File: config.mk
export PLATFORM = sky130hd
export DESIGN_NAME = fizzle_writer
export DESIGN_NICKNAME = d
export VERILOG_FILES = /design/src/rtl/fizzle_pkg.sv /design/src/rtl/lfsr_seq.sv /design/src/rtl/fizzle_writer.sv
export SDC_FILE = /design/constraint.sdc
export NUM_CORES = 1
export LEC_CHECK = 0
export BUFFER_PORTS_ARGS = -buffer_cell sky130_fd_sc_hd__clkbuf_2
export CAP_MARGIN = 20
export CORE_MARGIN = 5
export CORE_UTILIZATION = 45
export CTS_BUF_LIST = sky130_fd_sc_hd__clkbuf_8
export DETAILED_ROUTE_END_ITERATION = 12
export GPL_TIMING_DRIVEN = 0
export HOLD_SLACK_MARGIN = 0.06
export PLACE_DENSITY = 0.65
export REMOVE_ABC_BUFFERS = 1
export SLEW_MARGIN = 10
export SYNTH_ARGS = -nofsm -noshare
export SYNTH_HDL_FRONTEND = slang
export SYNTH_SLANG_ARGS = --single-unit
File: constraint.sdc
create_clock -name clk_sys -period 1.8 [get_ports clk_sys]
set_input_delay 0.09 -clock clk_sys [delete_from_list [all_inputs] [get_ports clk_sys]]
set_output_delay 0.09 -clock clk_sys [all_outputs]
set_load 0.01 [all_outputs]
File: src/rtl/fizzle_pkg.sv
// Shared types and default constants for the fizzlefade write engine.
package fizzle_pkg;

  typedef enum logic [2:0] {
    IDLE,
    WAIT,
    FADE,
    ZERO,
    DONE
  } state_t;

  // Taps x^15 + x^14 + 1 give a maximal-length sequence for a 15-bit register.
  localparam logic [14:0] DEF_LFSR_TAPS = 15'b110000000000000;
  localparam logic [14:0] DEF_LFSR_SEED = 15'd1;

endpackage

File: src/rtl/lfsr_seq.sv
// Fibonacci LFSR: shifts left, feedback is the XOR of the tapped bits.
// A synchronous load returns the register to SEED and takes priority over en.
module lfsr_seq
  import fizzle_pkg::*;
#(
  parameter int             LEN  = 15,
  parameter logic [LEN-1:0] TAPS = LEN'(DEF_LFSR_TAPS),
  parameter logic [LEN-1:0] SEED = LEN'(DEF_LFSR_SEED)
) (
  input  logic           clk_sys,
  input  logic           rst_sys,
  input  logic           en,
  input  logic           load,
  output logic [LEN-1:0] state,
  output logic [LEN-1:0] state_nxt
);

  logic fb;

  assign fb        = ^(state & TAPS);
  assign state_nxt = {state[LEN-2:0], fb};

  // LFSR state register: reset/load to the seed, otherwise step when enabled.
  always_ff @(posedge clk_sys or negedge rst_sys) begin
    if (!rst_sys) begin
      state <= SEED;
    end else if (load) begin
      state <= SEED;
    end else if (en) begin
      state <= state_nxt;
    end
  end

endmodule

File: src/rtl/fizzle_writer.sv
// Fizzlefade write engine: after a start and FADE_WAIT frames, writes a fixed
// colour to every framebuffer pixel once, in LFSR order, rate-limited to one
// write per FADE_RATE cycles. Address 0 (never produced by the LFSR) is last.
module fizzle_writer
  import fizzle_pkg::*;
#(
  parameter int                  FB_WIDTH  = 160,
  parameter int                  FB_HEIGHT = 120,
  parameter int                  FB_DATAW  = 4,
  parameter int                  LFSR_LEN  = 15,
  parameter logic [LFSR_LEN-1:0] LFSR_TAPS = LFSR_LEN'(DEF_LFSR_TAPS),
  parameter logic [LFSR_LEN-1:0] LFSR_SEED = LFSR_LEN'(DEF_LFSR_SEED),
  parameter int                  FADE_WAIT = 120,
  parameter int                  FADE_RATE = 2000,
  localparam int                 FB_PIXELS = FB_WIDTH * FB_HEIGHT,
  localparam int                 FB_ADDRW  = $clog2(FB_PIXELS)
) (
  input  logic                clk_sys,
  input  logic                rst_sys,
  input  logic                frame_sys,
  input  logic                start,
  input  logic [FB_DATAW-1:0] colr,
  output logic                busy,
  output logic                done,
  output logic                fb_we,
  output logic [FB_ADDRW-1:0] fb_addr_write,
  output logic [FB_DATAW-1:0] fb_colr_write
);

  // A zero-length wait still needs a 1-bit counter to keep the vector legal.
  localparam int WAIT_W = (FADE_WAIT > 0) ? $clog2(FADE_WAIT + 1) : 1;
  localparam int RATE_W = $clog2(FADE_RATE + 1);

  localparam logic [WAIT_W-1:0] WAIT_LAST = WAIT_W'((FADE_WAIT > 0) ? (FADE_WAIT - 1) : 0);
  localparam logic [RATE_W-1:0] RATE_LAST = RATE_W'(FADE_RATE - 1);

  if (LFSR_LEN < FB_ADDRW) begin : g_chk_lfsr_len
    $error("fizzle_writer: LFSR_LEN (%0d) must be >= FB_ADDRW (%0d)", LFSR_LEN, FB_ADDRW);
  end
  if (FADE_RATE < 1) begin : g_chk_rate
    $error("fizzle_writer: FADE_RATE must be >= 1");
  end

  state_t              state_q, state_d;
  logic [WAIT_W-1:0]   cnt_wait_q;
  logic [RATE_W-1:0]   cnt_rate_q;
  logic [FB_DATAW-1:0] colr_q;
  logic [LFSR_LEN-1:0] lfsr_q, lfsr_nxt;
  logic                lfsr_en, lfsr_load;
  logic                accept, in_range, rate_tick;
  logic                wr_vld_p0;
  logic [FB_ADDRW-1:0] wr_addr_p0;
  logic                fb_we_p1;
  logic [FB_ADDRW-1:0] fb_addr_p1;
  logic [FB_DATAW-1:0] fb_colr_p1;

  lfsr_seq #(
    .LEN  (LFSR_LEN),
    .TAPS (LFSR_TAPS),
    .SEED (LFSR_SEED)
  ) u_lfsr (
    .clk_sys   (clk_sys),
    .rst_sys   (rst_sys),
    .en        (lfsr_en),
    .load      (lfsr_load),
    .state     (lfsr_q),
    .state_nxt (lfsr_nxt)
  );

  assign accept    = start && ((state_q == IDLE) || (state_q == DONE));
  assign rate_tick = (cnt_rate_q == RATE_LAST);
  // Zero-extended compare so FB_PIXELS == 2**LFSR_LEN cannot wrap to 0.
  assign in_range  = int'(lfsr_q) < FB_PIXELS;

  // FSM state register.
  always_ff @(posedge clk_sys or negedge rst_sys) begin
    if (!rst_sys) begin
      state_q <= IDLE;
    end else begin
      state_q <= state_d;
    end
  end

  // Next-state and write decision; out-of-range LFSR values are skipped without
  // waiting for a rate tick, in-range ones wait for the tick and are written.
  always_comb begin
    state_d    = state_q;
    lfsr_en    = 1'b0;
    lfsr_load  = 1'b0;
    wr_vld_p0  = 1'b0;
    wr_addr_p0 = '0;
    case (state_q)
      IDLE, DONE: begin
        if (accept) begin
          lfsr_load = 1'b1;
          if (FADE_WAIT == 0) state_d = FADE;
          else                state_d = WAIT;
        end
      end
      WAIT: begin
        if (frame_sys && (cnt_wait_q == WAIT_LAST)) state_d = FADE;
      end
      FADE: begin
        if (!in_range) begin
          lfsr_en = 1'b1;
        end else if (rate_tick) begin
          lfsr_en    = 1'b1;
          wr_vld_p0  = 1'b1;
          wr_addr_p0 = lfsr_q[FB_ADDRW-1:0];
        end
        if (lfsr_en && (lfsr_nxt == LFSR_SEED)) state_d = ZERO;
      end
      ZERO: begin
        if (rate_tick) begin
          wr_vld_p0  = 1'b1;
          wr_addr_p0 = '0;
          state_d    = DONE;
        end
      end
      default: state_d = IDLE;
    endcase
  end

  // Frame-wait and rate counters plus the colour latched on an accepted start.
  always_ff @(posedge clk_sys or negedge rst_sys) begin
    if (!rst_sys) begin
      cnt_wait_q <= '0;
      cnt_rate_q <= '0;
      colr_q     <= '0;
    end else if (accept) begin
      cnt_wait_q <= '0;
      cnt_rate_q <= '0;
      colr_q     <= colr;
    end else begin
      if ((state_q == WAIT) && frame_sys) cnt_wait_q <= cnt_wait_q + 1'b1;
      if ((state_q == FADE) || (state_q == ZERO)) begin
        if (wr_vld_p0)       cnt_rate_q <= '0;
        else if (!rate_tick) cnt_rate_q <= cnt_rate_q + 1'b1;
      end
    end
  end

  // ---- stage p0 -> p1: registered write port; address/data hold between writes.
  always_ff @(posedge clk_sys or negedge rst_sys) begin
    if (!rst_sys) begin
      fb_we_p1   <= 1'b0;
      fb_addr_p1 <= '0;
      fb_colr_p1 <= '0;
    end else begin
      fb_we_p1 <= wr_vld_p0;
      if (wr_vld_p0) begin
        fb_addr_p1 <= wr_addr_p0;
        fb_colr_p1 <= colr_q;
      end
    end
  end

  assign fb_we         = fb_we_p1;
  assign fb_addr_write = fb_addr_p1;
  assign fb_colr_write = fb_colr_p1;
  assign busy          = (state_q == WAIT) || (state_q == FADE) || (state_q == ZERO);
  assign done          = (state_q == DONE);

endmodule

==> results.md <==
* Post-route ant nets at 0
* Post-synthesis cell type count at slightly below 50
* Clock network power share at 0.317
* Max-slew violations at 0
* R2r setup slk at -140 ps
* First-pass GRT wire length at 10,500 um
* Worst R2R Path Depth at 7
* Outcome: finished with violations
* Row count at 28
* CTS tree: done
* Largest net degree at the start of global routing at between 50 and 60
* Antenna diode count at 0
* Final critical path time including I/O delays and setup at between 1500 and 2000 ps
* Worst Clk Skew at around 8.3 ps
* Max Fclk at approximately 0.52 GHz
* Final hold viol count at 0
* Sequential fraction of the synthesis area at 0.543
* Total Die Area at between 0.007 and 0.008 mm2
* Number of synthesized flops with an enable pin at 0
* H-tree depth at 3
* Worst Path Max Fanout at 3
* Register share of total power at 0.373
* Max-cap violations at 0
* Number of register bits inferred by synthesis at 60
* Iteration-0 DRC Markers at 140
* Buffer type at the clock tree root: clkbuf_8
* Antenna violations before repair at 0
* Post-synth ARST share at 1.00
* Via total after detailed routing at 2,322
* Filler cells at 466
* Slew of the pin with the lowest slew margin at 592 ps
* Lkg Pwr at 1.83 nW
* Floorplan die height at roughly 90 um
* Critical path origin: u_lfsr.state[13]
* Mapped Avg Cell Area at around 10 um2
* Clock latency of the later-clocked register in the worst-skew pair at between 300 and 400 ps
* Startpoint-to-endpoint class of the critical path: reg -> reg
* Clk slew on worst S/H paths at ~70 ps
* Dominant cell by count in the synthesized netlist: dfrtp_1
* Internal power component at between 2 and 3 mW
* Area of the mapped netlist at about 0.0028 mm2
* Number of nets in the layout at roughly 350
* Placer Congestion at 0.764
* Crit path launch type: register
* Path category of the worst min-delay check: in -> async
* Post-synthesis cell count at between 200 and 300
* DRC viols at 0
* Non-Filler Cell Area, Final at between 0.003 and 0.004 mm2
* Setup TNS at -3050 ps
* Top-level I/O count at 30
* Switching part of the total at 0.339
* CTS Buffer Depth at 2
* Fraction of layout instances using a drive strength above 1 at 0.401
* Total power consumption of the routed design at ~4.4 mW
* Placed Area at approximately 0.0030 mm2
* Initial Util at 0.464
* Worst IR Drop VDD at between 0.9 and 1 mV
* Overall routed net length at between 7000 and 8000 um
* Setup crit end: state_q[1]
* Syn. warnings at 0
* Net Sw Power at between 1.5 and 2 mW
* Violations in the final reports: negative setup slack
* Width of the die at roughly 88 um
* Drt via density at 5.61
* Share of the cycle needed by the critical path after routing at 1.08
* Cell types with the largest area share after synthesis: dfrtp_1 (53%), nand2_1 (6.9%), a22o_1 (5.1%), nand3_1 (3.3%), nor2_1 (2.3%)
* Detailed placer's ending HPWL at between 3000 and 4000 um
* Routed wire per std cell at around 17 um
* Post-route worst setup slack at -137 ps
* Final-layout worst hold slack at 109 ps
* RSZ-0062 raised after global routing: true
* Area of the core at just under 0.006 mm2
* Total routing resource utilization after global routing at 0.177
* Drt first pass iters at 4
* Crit end category: register
* Number of global-route vias before repair at about 2.2k
* Library cell with the largest summed area after synthesis: dfrtp_1
* Endpoint arrival time on the critical path at about 2200 ps
* Synth cell count leaders: dfrtp_1 (59), nand2_1 (51), nand3_1 (18)
* Cts bufs inserted at 9
* Number of endpoints failing setup at the final stage at 42
* Portion of synthesized cell area occupied by the leading cell type at 0.534
* Total grt overflow at 0
* Power density over cell area at 1140 mW/mm2
* Relative slew slack at 0.604
* Port bufs at 29
* Critical Path RT at just over 2000 ps
* Post-layout utilization of the core at 0.652
* Portion of total power attributed to combinational logic at 0.311
* Synthesis-to-layout area growth at 40.4%
* Sinks on the clock net at 60
* Dominant register cell in the synthesized netlist: dfrtp_1
* Worst reg2reg path endpoint: state_q[1]
* RR Startpoint: u_lfsr.state[13]
-- timing repair --
action,CTS,global route
hold buffers,5,0
endpoints found under the hold margin,64,0
buffers inserted,19,10
pin swaps,29,27
endpoints found under the setup margin,48,60
gates resized for setup,23,43
gates cloned,0,4
-- cell type report --
class                   instances  area (um2)  area share
inverters                       6        25.0     0.00644
multi-input cells             191        1460       0.377
well taps                      75        93.8      0.0242
clock inverters                 5        83.8      0.0216
repair buffers                 66         562       0.145
flip-flops and latches         60        1510       0.388
clock buffers                  11         151      0.0390
-- power groups by stage --
| stage | sequential, mW | clock, mW | combinational [mW] |
|---|---|---|---|
| global placement | 1.67 | 0 | 0.856 |
| CTS | 1.64 | 1.44 | 1.21 |
| global route | 1.69 | 1.50 | 1.52 |
| floorplan | 1.64 | 0 | 0.659 |
| detailed placement | 1.68 | 0 | 0.881 |
| finish | 1.66 | 1.41 | 1.38 |
-- worst max-delay path: stages, from the launching register on --
cell      delay [ps]
dfrtp_1          420
inv_2             80
ha_4             170
a21o_1           260
a221oi_4         310
nand2_1          120
nand4_1          150
mux2_4           310
-- layer usage --
layer	track usage	part of all wire
met1	0.225	0.44
met2	0.279	0.48
met3	0.0633	0.054
met4	0.0632	0.027
met5	0	0
-- sequential cells by signal, summed over array words and instances, names as in the netlist --
signal	count
fb_addr_write	15
u_lfsr.state	15
cnt_rate_q	11
cnt_wait_q	7
colr_q	4
fb_colr_write	4
state_q	3
fb_we	1
-- how the worst min path moves through the flow --
stage,endpoint,slack (ps)
finish,fb_addr_write[5],110
global route,u_lfsr.state[5],90
CTS,fb_addr_write[5],90
detailed placement,fb_addr_write[5],-70
global placement,colr_q[1],280
floorplan,cnt_rate_q[0],-210
-- placed cells by master, fill, tap and decap left out, types with 3 or more instances in the layout --
cell and n:
dfrtp_1 57, a22o_1 16, nor3_1 5, dlygate4sd3_1 5
nand2_1 46, ha_1 3, clkbuf_2 28, xnor2_1 3
nand3_2 13, clkbuf_8 11, nor4_1 3, nand4_1 5
buf_4 20, buf_12 4, buf_6 5, a21oi_1 6
nor2_1 15, mux2_2 4, mux2i_1 4, xor2_1 3
nand3_1 4, nand2_8 3, o21ai_1 3, a211oi_2 3
o21ai_0 4, nand2_2 4, a31oi_1 3, inv_1 4
-- metrics by stage --
step / setup WS, ps / instances
floorplan: -204 / 255
global placement: -638 / 359
detailed placement: -670 / 360
CTS: -71.8 / 400
global route: -214 / 414
finish: -137 / 414
-- kinds of logic after synthesis --
group	Yosys count	share of synthesized area
simple gates	117	0.209
flops	60	0.543
compound gates	53	0.146
buf+inv	19	0.0308
mux	9	0.0348
xor+xnor	6	0.0190
fa+ha+maj	4	0.0181
Power figures use the tool's default switching activity.
